==> config.mk <==
export PLATFORM = sky130hd
export DESIGN_NAME = rd_dbi_decoder
export DESIGN_NICKNAME = d
export VERILOG_FILES = /design/src/rtl/rd_dbi_decoder.sv
export SDC_FILE = /design/constraint.sdc
export NUM_CORES = 1
export LEC_CHECK = 0
export ABC_AREA = 1
export CAP_MARGIN = 20
export CORE_UTILIZATION = 55
export DETAILED_ROUTE_END_ITERATION = 10
export PLACE_DENSITY_LB_ADDON = 0.3
export SLEW_MARGIN = 20
export SYNTH_ARGS = -nofsm -noshare
export SYNTH_HDL_FRONTEND = slang
export SYNTH_SLANG_ARGS = --single-unit
==> constraint.sdc <==
create_clock -name clk -period 4.8 [get_ports clk]
set_input_delay 0.48 -clock clk [delete_from_list [all_inputs] [get_ports clk]]
set_output_delay 0.48 -clock clk [all_outputs]
set_load 0.02 [all_outputs]
==> src/rtl/rd_dbi_decoder.sv <==
// Read-path DBI decoder with a two-entry output buffer.
// Lanes flagged inverted are restored; inverted lanes are counted.
module rd_dbi_decoder #(
    parameter int DATA_BYTES = 4,
    parameter int CNT_W      = 16
) (
    input  logic                    clk,
    input  logic                    rst,
    input  logic                    dbi_en,
    input  logic                    in_valid,
    output logic                    in_ready,
    input  logic [8*DATA_BYTES-1:0] in_data,
    input  logic [DATA_BYTES-1:0]   in_dbi,
    output logic                    out_valid,
    input  logic                    out_ready,
    output logic [8*DATA_BYTES-1:0] out_data,
    input  logic                    cnt_clr,
    output logic [CNT_W-1:0]        inv_count
);

    localparam int W  = 8 * DATA_BYTES;
    localparam int PW = $clog2(DATA_BYTES + 1);

    localparam logic [1:0] EMPTY = 2'd0;
    localparam logic [1:0] ONE   = 2'd1;
    localparam logic [1:0] TWO   = 2'd2;

    logic [1:0]   state;
    logic [1:0]   state_n;
    logic         rdy_q;
    logic         vld_q;
    logic [W-1:0] out_q;
    logic [W-1:0] skid_q;
    logic [W-1:0] dec;
    logic [PW-1:0] inv_lanes;
    logic [CNT_W:0] cnt_sum;
    logic [CNT_W-1:0] cnt_q;
    logic         acc;
    logic         con;
    logic         ld_out;
    logic         ld_skid;
    logic         mv_skid;

    assign in_ready  = rdy_q;
    assign out_valid = vld_q;
    assign out_data  = out_q;
    assign inv_count = cnt_q;

    assign acc = in_valid & rdy_q;
    assign con = vld_q & out_ready;

    // Restore inverted lanes and count how many were inverted
    always_comb begin
        dec       = in_data;
        inv_lanes = '0;
        for (int i = 0; i < DATA_BYTES; i++) begin
            if (dbi_en && in_dbi[i]) begin
                dec[8*i +: 8] = ~in_data[8*i +: 8];
                inv_lanes     = inv_lanes + PW'(1);
            end
        end
    end

    assign cnt_sum = {1'b0, cnt_q} + (CNT_W + 1)'(inv_lanes);

    // Buffer occupancy transitions and data-register load selects
    always_comb begin
        state_n = state;
        ld_out  = 1'b0;
        ld_skid = 1'b0;
        mv_skid = 1'b0;
        unique case (state)
            EMPTY: begin
                if (acc) begin
                    state_n = ONE;
                    ld_out  = 1'b1;
                end
            end
            ONE: begin
                if (acc && !con) begin
                    state_n = TWO;
                    ld_skid = 1'b1;
                end else if (!acc && con) begin
                    state_n = EMPTY;
                end else if (acc && con) begin
                    ld_out = 1'b1;
                end
            end
            TWO: begin
                if (con) begin
                    state_n = ONE;
                    mv_skid = 1'b1;
                end
            end
            default: state_n = EMPTY;
        endcase
    end

    // State plus registered handshake outputs
    always_ff @(posedge clk or posedge rst) begin
        if (rst) begin
            state <= EMPTY;
            rdy_q <= 1'b1;
            vld_q <= 1'b0;
        end else begin
            state <= state_n;
            rdy_q <= (state_n != TWO);
            vld_q <= (state_n != EMPTY);
        end
    end

    // Output and skid data registers
    always_ff @(posedge clk or posedge rst) begin
        if (rst) begin
            out_q  <= '0;
            skid_q <= '0;
        end else begin
            if (ld_out) begin
                out_q <= dec;
            end else if (mv_skid) begin
                out_q <= skid_q;
            end
            if (ld_skid) begin
                skid_q <= dec;
            end
        end
    end

    // Saturating inverted-lane counter, clear has priority
    always_ff @(posedge clk or posedge rst) begin
        if (rst) begin
            cnt_q <= '0;
        end else if (cnt_clr) begin
            cnt_q <= '0;
        end else if (acc) begin
            cnt_q <= cnt_sum[CNT_W] ? '1 : cnt_sum[CNT_W-1:0];
        end
    end

endmodule

==> impl_results.md, run 1 <==
* Mapped Nets at 566
* TritonCTS Buffers at 9
* Proportion of layout cells with a drive suffix above 1 at 0.0695
* DR iter-0 viols at 197
* Post_cts resized at 0
* Worst-path clk slew at 0.08 ns
* Cells along the critical path: clkdlybuf4s50_1, nand2_4, nand2_1, nand2_1, xor2_1, inv_1, ha_1, inv_1, o21ai_0, inv_1, fa_1, inv_1, nand3_1, nand2_2, nand4_2, nand3_1, nand2_1, nand2_1
* CTS Buffer Depth at 2
* Reg-to-reg endpoint: out_data[8]$_DFFE_PP0P_
* Crit path required time at 5.10 ns
* Adder-cell share of the synthesized area at 0.0160
* P per Cell Area at 515 nW/um^2
* Peak VDD IR at 0.000301 V
* Initial core utilization at 0.568
* Via density at 5.44
* Tmin final at 3.71 ns
* Die height at 91.3 um
* Routed WL per cell at 14.8 um
* Filler cell count at 609
* Seq cells post-synth at 84
* CTS H-tree lvls at 3
* RSZ-0062 raised after global routing: no
* Commonest cells in the netlist: nand2_1 (137), dfrtp_1 (83), nand3_1 (65)
* Worst path slowest cell: clkdlybuf4s50_1
* Static Leak at 2.51 nW
* Setup Buffers After CTS at 0
* Startpoint types: primary input
* CTS tree: done
* Period utilisation layout at 0.774
* Synth Area in Compound Gates at 0.112
* Mapped Avg Cell Area at 8.45 um^2
* Final setup vio count at 0
* Die width at 91.3 um
* HP Class: primary input to asynchronous set/reset pin
* Rel. slew slack at 0.299
* CP max stage delay at 0.70 ns
* CP startpoint: dbi_en
* Cell variety after synth at 31
* Residual DRC count at 0
* Port buffer count at 91
* R2R setup slack at 2.15 ns
* Synth Flop Type: dfrtp_1
* Share of the synthesized area in the top cell type at 0.473
* Max-slew violations at 0
* Via count at 3841
* Core area at 7730 um^2
* # clock sinks at 84
* Total Nets Final at 646
* Highest Clock Rate at 0.269 GHz
* WL final at 10400 um
* Status: complete, no violations
* Area added between synthesis and finish at 24.9%
* Final hold violations at 0
* Post-synthesis sequential area ratio at 0.479
* Combinational family with the most area after synthesis: simple AND/OR/NAND/NOR gates
* CP endpoint kind: flop
* Overall Global Routing Usage at 0.270
* Worst-margin pin slew at 1.05 ns
* Row Count at 32
* RR Startpoint: state[1]$_DFF_PP0_
* Layout Skew at 0.0112 ns
* Post-synth EDFFs at 0
* Vias in the first global route at 3820
* Post-Place Cell Area at 5300 um^2
* CP arrival at 4.02 ns
* Root Driver: clkbuf_8
* Global-route wire length before repair at 17800 um
* Design area at 5480 um^2
* Max FO, Critical Path at 12
* Initial antenna violation count at 0
* GRT overflow at 0
* Max-Cap Viols at 0
* Cell taking the most area after synthesis: dfrtp_1
* Kind of critical path: primary input to flop
* Worst-skew pair later-pin latency at 0.36 ns
* Async set or reset register ratio after synthesis at 1.00
* Cell Area, Synth at 4390 um^2
* Final setup TNS at 0 ns
* Critical Path End: inv_count[13]$_DFFE_PP0P_
* Register area at 2100 um^2
* Reg2Reg Depth at 5
* Synth Area in XOR/XNOR at 0.0719
* Syn Inst Count at 519
* Multi-input logic area at 1940 um^2
* Synth Area in Simple Gates at 0.243
* DRT Pass-1 Iters at 4
* I/O Pins at 92
* HPWL Detailed at 7150 um
* Synth top area cells: dfrtp_1 (47%), nand2_1 (12%), nand3_1 (7.4%)
* DRT antenna net count at 0
* Top-count cell post-synth: nand2_1
* Largest net degree at the start of global routing at 53
* Placer Congestion at 0.856
* Die area at 8340 um^2
* Synthesis Warnings at 0
* Ant diodes at 0
* Mux share of post-synthesis cell area at 0
* Hold buffers post-CTS at 0
-- registers in the layout, summed over array words and instances, names as in the netlist --
name / cells
out_valid: 1
in_ready: 1
inv_count: 16
out_data: 32
skid_q: 32
state: 2
-- per-layer routing --
metal	up-vias	track usage	part of all wire
li1	1851	-	-
met3	17	0.0519	0.061
met5	-	0	0
met4	0	0.0847	0.016
met1	1828	0.336	0.42
met2	145	0.473	0.51
-- cell type report --
cell class	count	share of cell area
well taps	102	0.0233
repair buffers	93	0.170
flip-flops and latches	84	0.384
clock buffers	12	0.0265
inverters	54	0.0372
multi-input cells	357	0.354
clock inverters	4	0.00457
-- critical path, delay by kind of cell --
family                     cells  cell delay (ns)
AOI/OAI and AO/OA              1             0.24
xor gates and xnor gates       1             0.21
adders and majority gates      2             0.73
buffers and inverters          5             0.99
and+or+nand+nor                9             1.36
-- worst min path at each step --
stage / startpoint / cells past startpoint / slack [ns] / end
after floorplan: skid_q[0]$_DFFE_PP0P_ / 2 / 0.44 / skid_q[0]$_DFFE_PP0P_
after global placement: skid_q[0]$_DFFE_PP0P_ / 2 / 0.45 / skid_q[0]$_DFFE_PP0P_
after detailed placement: skid_q[0]$_DFFE_PP0P_ / 2 / 0.46 / skid_q[0]$_DFFE_PP0P_
after CTS: skid_q[0]$_DFFE_PP0P_ / 2 / 0.48 / skid_q[0]$_DFFE_PP0P_
after global routing: skid_q[24]$_DFFE_PP0P_ / 2 / 0.49 / skid_q[24]$_DFFE_PP0P_
final: rst / 2 / 0.47 / inv_count[3]$_DFFE_PP0P_
-- cells by family after synthesis --
logic type,after synthesis
XOR/XNOR,36
adder cells (fa/ha/maj),5
flip-flops,84
AO/OA/AOI/OAI,81
AND/OR/NAND/NOR,235
buffers and inverters,78
-- placed cells by master (no fill, tap or decap), drive strengths merged, types with 2 or more instances in the layout --
master	Yosys	layout
clkbuf	5	12
o211ai	16	16
xnor2	33	33
nand2	146	146
nand3	65	65
a22oi	13	13
a21oi	15	15
dfrtp	83	83
o21ai	36	36
nor2	15	15
xor2	3	3
clkinv	0	3
clkinvlp	0	2
ha	4	4
inv	54	53
buf	19	2
clkdlybuf4s50	0	91
nand4	7	7
-- power breakdown --
part / switching (W) / leakage [nW] / total (W) / internal (W)
clock network: 0.000254 / 0.0824 / 0.000455 / 0.000201
logic: 0.000707 / 1.38 / 0.00122 / 0.000512
registers: 0.000157 / 1.05 / 0.00115 / 0.000994
-- metrics by stage --
stage          setup slack [ns]   util  total power, W  hold slack [ns]  cells
2_1_floorplan              1.88      -         0.00190            0.443    519
3_3_place_gp              0.935  0.685         0.00233            0.455    689
3_5_place_dp              0.723  0.685         0.00238            0.459    689
4_1_cts                    1.09  0.707         0.00283            0.480    705
5_1_grt                   0.687  0.709         0.00301            0.494    706
6_report                   1.09  0.709         0.00283            0.475    706
No activity file was read; power rests on OpenSTA's default activity.
==> run 2: changes to the inputs <==
--- a/config.mk
+++ b/config.mk
@@ -7,7 +7,7 @@
 export LEC_CHECK = 0
 export ABC_AREA = 1
 export CAP_MARGIN = 20
-export CORE_UTILIZATION = 55
+export CORE_UTILIZATION = 51
 export DETAILED_ROUTE_END_ITERATION = 10
 export PLACE_DENSITY_LB_ADDON = 0.3
 export SLEW_MARGIN = 20
==> constraint.sdc (replaced) <==
create_clock -name clk -period 3.6 [get_ports clk]
set_input_delay 0.36 -clock clk [delete_from_list [all_inputs] [get_ports clk]]
set_output_delay 0.36 -clock clk [all_outputs]
set_load 0.02 [all_outputs]
==> run 2 against run 1 <==
  * Global-route usage fell by 1.1 points
  * Sequential cell count did not move
  * Power increased by 36%
  * Final area up 2.2%
  * Utilization is 3.1 points lower
  * Die area rose by 7.7%
  * Register-to-register slack got worse by 0.69 ns
  * Non-clock buffer count increased by 13
  * Clock skew shrank 0.0040 ns
  * Clock power grew 46%
  * Critical path depth did not move
  * Count of clock-buffer cells in the layout increased by 1
==> impl_results.md, run 2 (synthesis results as in run 1) <==
* Max-slew violations at 0
* DRT antenna net count at 0
* Cells along the critical path: clkdlybuf4s50_1, nand3_1, nand2_1, xor2_1, inv_1, ha_1, inv_1, o21ai_0, inv_1, fa_1, inv_1, nand3_1, nand2_2, nand4_2, buf_4, o21ai_0, nand2_1, nand2_1
* Highest Clock Rate at 0.310 GHz
* Fin util at 0.678
* Via density at 5.37
* Worst-margin pin slew at 0.973 ns
* Final hold violations at 0
* Kind of critical path: primary input to flop
* Worst-skew pair later-pin latency at 0.35 ns
* Reg2Reg Depth at 6
* Crit path required time at 3.89 ns
* Port buffer count at 91
* Hold buffers post-CTS at 0
* CP max stage delay at 0.67 ns
* Startpoint types: primary input
* Rel. slew slack at 0.349
* Status: complete, no violations
* Max FO, Critical Path at 8
* Tmin final at 3.22 ns
* Via count at 3880
* Final setup vio count at 0
* Routed WL per cell at 14.6 um
* TritonCTS Buffers at 9
* Vias in the first global route at 3846
* Die area at 8980 um^2
* Final setup TNS at 0 ns
* DRT Pass-1 Iters at 5
* Overall Global Routing Usage at 0.259
* Max-Cap Viols at 0
* Worst path slowest cell: clkdlybuf4s50_1
* Layout Skew at 0.00714 ns
* R2R setup slack at 1.46 ns
* Total Nets Final at 659
* CP arrival at 3.51 ns
* RR Startpoint: in_ready$_DFF_PP1_
* Setup Buffers After CTS at 0
* Proportion of layout cells with a drive suffix above 1 at 0.0924
* # clock sinks at 84
* DR iter-0 viols at 178
* Die height at 94.8 um
* Commonest non-fill, non-tap cells in the layout: nand2_1 (137), clkdlybuf4s50_1 (91), dfrtp_1 (83)
* Post_cts resized at 0
* Area added between synthesis and finish at 27.7%
* Global-route wire length before repair at 17900 um
* Row Count at 33
* Initial antenna violation count at 0
* Commonest non-fill, non-tap cell in the layout: nand2_1
* Root Driver: clkbuf_8
* Ant diodes at 0
* Worst path top cell family by delay: buffers and inverters
* Crit path buf inv count at 6
* HP Class: primary input to asynchronous set/reset pin
* WL final at 10600 um
* Worst-path clk slew at 0.08 ns
* Period utilisation layout at 0.895
* RSZ-0062 raised after global routing: no
* Initial core utilization at 0.531
* GRT overflow at 0
* CTS tree: done
* Die width at 94.8 um
* CP dominant cell by count: inv_1
* I/O Pins at 92
* Placed Cells at 706
* CTS Buffer Depth at 2
* Core area at 8260 um^2
* Layout Cells excl Fill at 722
* CTS H-tree lvls at 3
* Largest net degree at the start of global routing at 45
* CP endpoint kind: flop
* Peak VDD IR at 0.000414 V
* Residual DRC count at 0
* HPWL Detailed at 7380 um
* P per Cell Area at 688 nW/um^2
* Placer Congestion at 0.874
* Reg-to-reg endpoint: skid_q[2]$_DFFE_PP0P_
* Static Leak at 2.59 nW
## run 2: layout make-up
type	count	area [um^2]
clock inverter	3	18.8
clock buffer	13	179
inverter	54	204
timing repair buffer	106	1020
sequential	84	2100
fill	658	2660
tap	105	131
multi-input combinational	357	1940
## run 2: power breakdown
part / total [W] / internal, W / switching, W
clock: 0.000666 / 0.000326 / 0.000340
sequential: 0.00154 / 0.00133 / 0.000212
combinational: 0.00165 / 0.000696 / 0.000955
total: 0.00386 / 0.00235 / 0.00151
## run 2: worst max-delay path by stage
stage	slack, ns	cells after the start	end	start
floorplan	0.80	19	inv_count[10]$_DFFE_PP0P_	dbi_en
global placement	0.16	18	inv_count[7]$_DFFE_PP0P_	dbi_en
detailed placement	0.05	18	inv_count[5]$_DFFE_PP0P_	dbi_en
CTS	0.36	18	inv_count[5]$_DFFE_PP0P_	dbi_en
global route	0.09	18	inv_count[5]$_DFFE_PP0P_	dbi_en
finish	0.38	18	inv_count[5]$_DFFE_PP0P_	dbi_en
## run 2: per-layer routing
layer	GRT usage	vias to the layer above	share of wire
li1	-	1876	-
met1	0.324	1855	0.42
met2	0.429	132	0.49
met3	0.0652	17	0.062
met4	0.104	0	0.024
met5	0	-	0
## run 2: stage by stage
stage	worst slack (ns)	cell area (um^2)	hold slack [ns]	power, W
finish	0.377	5600	0.348	0.00386
global route	0.0875	5600	0.390	0.00410
CTS	0.364	5600	0.360	0.00388
detailed placement	0.0539	5410	0.463	0.00321
global placement	0.161	5410	0.455	0.00313
floorplan	0.796	4390	0.443	0.00254
==> edit 1 (config.mk and constraints of run 2) <==
Put one more register stage on the output `inv_count`. The value now appears one clock later. The other outputs are not delayed to match.
--- a/src/rtl/rd_dbi_decoder.sv
+++ b/src/rtl/rd_dbi_decoder.sv
@@ -45,5 +45,7 @@
     assign out_valid = vld_q;
     assign out_data  = out_q;
-    assign inv_count = cnt_q;
+    always_ff @(posedge clk) begin
+        inv_count <= cnt_q;
+    end
 
     assign acc = in_valid & rdy_q;
Formal check against the unedited RTL: not equivalent (a bounded check fails within 4 cycles, from zero or initial values and one cycle with rst high).
==> edit 1 against run 2 <==
Synthesized area up 4.3%. Worst hold slack gained 0.076 ns. Total power is 1.4% lower. First-iteration DRC count increased by 24%. Final cell count up 2.8%. Design area up 3.2%. Wire length shrank 4.5%. Setup slack improved by 0.093 ns. Sequential cell count grew 16. Register-to-register slack worse by 0.15 ns. Critical path type unchanged. Largest cell class unchanged. Largest power group is now sequential cells. Highest routed layer unchanged.
==> edit 1: results (changes against run 2) <==
[grt]
grtUsageMet2=0.4052  ; was 0.4287
grt_max_degree=55  ; was 45
gr-usage-met1=0.2923  ; was 0.3241
use_met3=0.03396  ; was 0.06522
grt_pass1_wl_um=17570  ; was 17860 um
gr-usage-all-layers=0.2308  ; was 0.2590
antenna_found_initial=0  ; unchanged

[placement]
place_congestion=0.8488  ; was 0.8738
hpwlAfterDp_um=7204  ; was 7380 um
placed_cells_incl_taps=726  ; was 706

[critical_path]
worstPathArrival_ns=3.42  ; was 3.51 ns
cp_max_fo=8  ; unchanged
reg2reg_depth=7  ; was 6
r2r_setup_slack_ns=1.31  ; was 1.46 ns
rr_startpoint=out_valid$_DFF_PP0_  ; was in_ready$_DFF_PP1_
r2r_end=out_valid$_DFF_PP0_  ; was skid_q[2]$_DFFE_PP0P_

[yosys]
synthArstFlopShare=0.8400  ; was 1.000
yosys-top-cells-count=nand2_1 (189), dfrtp_1 (83), inv_1 (58), o21ai_0 (36), nand3_1 (33)  ; was nand2_1 (137), dfrtp_1 (83), nand3_1 (65), inv_1 (50), xnor2_1 (33)
postSynthCellCount=536  ; was 519
synthFlopType=dfrtp_1  ; unchanged
yosysSeqAreaShare=0.5294  ; was 0.4793
synth.top_cells.by_area=dfrtp_1 (45%), nand2_1 (15%), dfxtp_1 (7.0%)  ; was dfrtp_1 (47%), nand2_1 (12%), nand3_1 (7.4%)
synth_nets=583  ; was 566
yosysUniqueCellTypes=27  ; was 31
ys_warn_count=0  ; unchanged

[cts]
cts_buffer_depth=2  ; unchanged
cts.htree.levels=3  ; unchanged
post_cts_buffers=0  ; unchanged
cts_resized=0  ; unchanged
clkTransAtPathRegs_ns=0.08  ; about the same
cts_buffers=9  ; unchanged
clk_latency_ns=0.35  ; about the same
root_buffer=clkbuf_8  ; unchanged

[final_layout]
drive_above_1_share=0.05836  ; was 0.09238
antennaDiodeCount=0  ; unchanged
final_nets=676  ; was 659
nFillCells=716  ; was 658

[drt]
drt_iter0_markers=221  ; was 178
dr.pass1.iters=4  ; was 5
wl_per_cell_um=13.59  ; was 14.63 um
num_vias=3853  ; was 3880
vias_per_cell=5.193  ; was 5.374

[outcome]
outcome=completed  ; unchanged

[power_and_ir_drop]
ir_drop_uv=408.1  ; was 413.9 uV
p_leak_nw=2.640  ; was 2.590 nW

[min_path]
hold_path_class=flip-flop to flip-flop  ; was primary input to asynchronous set/reset pin
hold_depth=0
min_to=inv_count[1]$_DFF_P_
min_from=cnt_q[1]$_DFFE_PP0P_

[timing]
worstMarginPinSlew_ns=0.9707  ; was 0.9726 ns
worst_hold_slack_ns=0.4246  ; was 0.3481 ns
skew_ns=0.009961  ; was 0.007144 ns

[edit 1: changes by cell type after synthesis, sizes merged, moves of 2 or more]
cell / delta
buf: -6
inv: +6
nand3: -32
dfxtp: +16
a22oi: -13
a21oi: -12
nand2: +47
o211ai: +13
nand4: -2
[edit 1: how the worst max path moves through the flow]
stage          startpoint               endpoint  depth (start not counted)
6_report           dbi_en   cnt_q[7]$_DFFE_PP0P_                         18
4_1_cts            dbi_en   cnt_q[7]$_DFFE_PP0P_                         18
3_3_place_gp       dbi_en   cnt_q[4]$_DFFE_PP0P_                         17
5_1_grt            dbi_en  cnt_q[13]$_DFFE_PP0P_                         18
3_5_place_dp       dbi_en  cnt_q[14]$_DFFE_PP0P_                         18
2_1_floorplan      dbi_en   cnt_q[3]$_DFFE_PP0P_                         19
[edit 1: kinds of logic after synthesis]
logic type               count (synthesis)  share of synthesized area
AO/OA/AOI/OAI                           69                    0.09183
XOR/XNOR                                36                    0.06887
adder cells (fa/ha/maj)                  5                    0.01531
buffers and inverters                   78                    0.06997
flip-flops                             100                     0.5294
AND/OR/NAND/NOR                        248                     0.2247
[edit 1: where the power goes]
| part | switching, mW | total (mW) | internal, mW |
|---|---|---|---|
| Combinational | 0.863 | 1.50 | 0.634 |
| Sequential | 0.182 | 1.68 | 1.50 |
| Clock | 0.368 | 0.620 | 0.252 |
[edit 1: area by class of cell]
| type | instances | share of cell area |
|---|---|---|
| Clock buffer | 10 | 0.02206 |
| Inverter | 60 | 0.03915 |
| Clock inverter | 6 | 0.006922 |
| Timing Repair Buffer | 100 | 0.1713 |
| Sequential cell | 100 | 0.4190 |
| Multi-Input combinational cell | 358 | 0.3182 |
| Tap cell | 108 | 0.02336 |
[edit 1: stage by stage]
stage	worst slack (ns)	total power, mW	instance area (um2)
6_report	0.4699	3.800	5784
5_1_grt	0.1724	4.062	5784
4_1_cts	0.4814	3.841	5784
3_5_place_dp	0.1051	3.214	5617
3_3_place_gp	0.2132	3.153	5617
2_1_floorplan	0.7884	2.573	4578
[edit 1: layer usage]
metal  routed length, um  vias to the layer above
met5                   0                        -
li1                    -                     1883
met3                 410                        8
met1                4461                     1858
met2                5092                      104
met4                 119                        0
[edit 1: critical path, cell delays in order]
cell and delay (ns):
clkdlybuf4s50_1 0.65, nand3_1 0.15, nand2_1 0.10, xor2_1 0.23
inv_1 0.08, ha_1 0.28, inv_1 0.03, o21ai_0 0.21
inv_1 0.09, fa_1 0.41, inv_1 0.08, nand3_1 0.06
nand2_1 0.14, nand4_1 0.12, buf_4 0.19, o21ai_0 0.07
nand2_1 0.06, nand2_1 0.09
==> edit 2 (config.mk and constraints of run 2) <==
Made on the original files. Change the parameter `CNT_W` from 16 to 20.
--- a/src/rtl/rd_dbi_decoder.sv
+++ b/src/rtl/rd_dbi_decoder.sv
@@ -3,5 +3,5 @@
 module rd_dbi_decoder #(
     parameter int DATA_BYTES = 4,
-    parameter int CNT_W      = 16
+    parameter int CNT_W      = 20
 ) (
     input  logic                    clk,
Ports: changed (resized inv_count); port bits go from 92 to 96. The function was not compared with the original's and may differ.
==> edit 2 against run 2 <==
Setup slack worse by 0.022 ns. Synthesized area is 4.9% higher. Design area is 4.8% higher. Clock power is 3.5% lower. Critical path type unchanged. Wire length is 9.8% higher. Sequential cell count is 4 higher. Total power is 0.94% lower. First-iteration DRC count is 8.4% higher. Critical endpoint is now inv_count[4]$_DFFE_PP0P_.
==> edit 2: results (changes against run 2) <==
[placement]
place_congestion=0.8952  ; was 0.8738
dp_slack_ns=0.007910  ; was 0.05385 ns
placed_area_mm2=0.005689  ; was 0.005405 mm2
placed_cells_incl_taps=761  ; was 706
port_buffers=95  ; was 91
hpwlAfterDp_um=7947  ; was 7380 um

[grt]
use_met3=0.06214  ; was 0.06522
grt_max_degree=66  ; was 45
gr-usage-all-layers=0.2615  ; was 0.2590
grt_pass1_vias=4125  ; was 3846
gr-usage-met1=0.3607  ; was 0.3241
grt_pass1_wl_um=19900  ; was 17860 um

[critical_path]
critical-path-top-delay-family=simple AND/OR/NAND/NOR gates  ; was buffers and inverters
reg2reg_depth=12  ; was 6
max_stage_delay_ns=0.58  ; was 0.67 ns
cp_max_fo=16  ; was 8

[final_layout]
bufAreaShareNonClock=0.1786  ; was 0.1827
nMultiInputCombCells=392  ; was 357
num-nonclk-inverters=65  ; was 54
fin_area_mm2=0.005871  ; was 0.005603 mm2
clkbuf_count=11  ; was 13
nFillCells=729  ; was 658
nNonClkBuffers=108  ; was 106
final_nets=711  ; was 659
final-seq-area_mm2=0.002203  ; was 0.002103 mm2
multi_input_area_mm2=0.002057  ; was 0.001943 mm2
drive_above_1_share=0.07025  ; was 0.09238

[drt]
wl_met2_um=5491  ; was 5186 um
routed_wl_um=11590  ; was 10560 um
met3_length_um=755  ; was 660 um
wl_met1_um=5232  ; was 4462 um
dr.pass1.iters=4  ; was 5
drt_iter0_markers=193  ; was 178
vias_per_cell=5.430  ; was 5.374

[yosys]
synthAdderAreaFrac=0.01522  ; was 0.01597
synthXorXnorAreaFrac=0.06467  ; was 0.07186
synth_nets=616  ; was 566
synth_compound_area_frac=0.1174  ; was 0.1118
yosysUniqueCellTypes=29  ; was 31
ys_seq_elements=88  ; was 84
synth.top_cells.by_area=dfrtp_1 (47%), nand2_1 (13%), nand3_1 (6.2%)  ; was dfrtp_1 (47%), nand2_1 (12%), nand3_1 (7.4%)
yosysSeqAreaShare=0.4785  ; was 0.4793
yosys-top-cells-count=nand2_1 (160), dfrtp_1 (87), inv_1 (60), nand3_1 (57), o21ai_0 (37)  ; was nand2_1 (137), dfrtp_1 (83), nand3_1 (65), inv_1 (50), xnor2_1 (33)
synth_area_per_cell_um2=8.092  ; was 8.455 um2

[power_and_ir_drop]
ir_drop_uv=379.4  ; was 413.9 uV
seqPwrFrac=0.406  ; was 0.399
p_leak_nw=2.608  ; was 2.590 nW
pwr-share-comb=0.426  ; was 0.428
total_power_mw=3.819  ; was 3.855 mW
switching_share=0.3907  ; was 0.3911

[outcome]
outcome=completed  ; unchanged

[timing]
worstMarginPinSlew_ns=0.7476  ; was 0.9726 ns
skew_ns=0.007887  ; was 0.007144 ns

[die]
die_area_mm2=0.009412  ; was 0.008979 mm2

==> edit 2: changes by cell type in the layout (fill, tap and decap cells not counted), moves of 4 or more <==
cell / change
nand2_1: +23
o211ai_1: +20
o21ai_0: +18
nor2_1: +16
a21oi_1: -14
a22oi_1: -13
inv_1: +10
nand3_1: -9
clkdlybuf4s50_1: +4
dfrtp_1: +4
nand4_1: -4
nor3_1: +4
==> edit 2: path summary, 6_finish.rpt <==
check                                         start                       end  slack (ns)
max                                          dbi_en  inv_count[4]$_DFFE_PP0P_        0.36
min                                             rst    skid_q[12]$_DFFE_PP0P_        0.40
max reg2reg                inv_count[0]$_DFFE_PP0P_  inv_count[4]$_DFFE_PP0P_        1.47
min reg2reg                out_data[16]$_DFFE_PP0P_  out_data[16]$_DFFE_PP0P_        0.53
max in group asynchronous                       rst    skid_q[16]$_DFFE_PP0P_        2.38
min in group clk           out_data[16]$_DFFE_PP0P_  out_data[16]$_DFFE_PP0P_        0.53
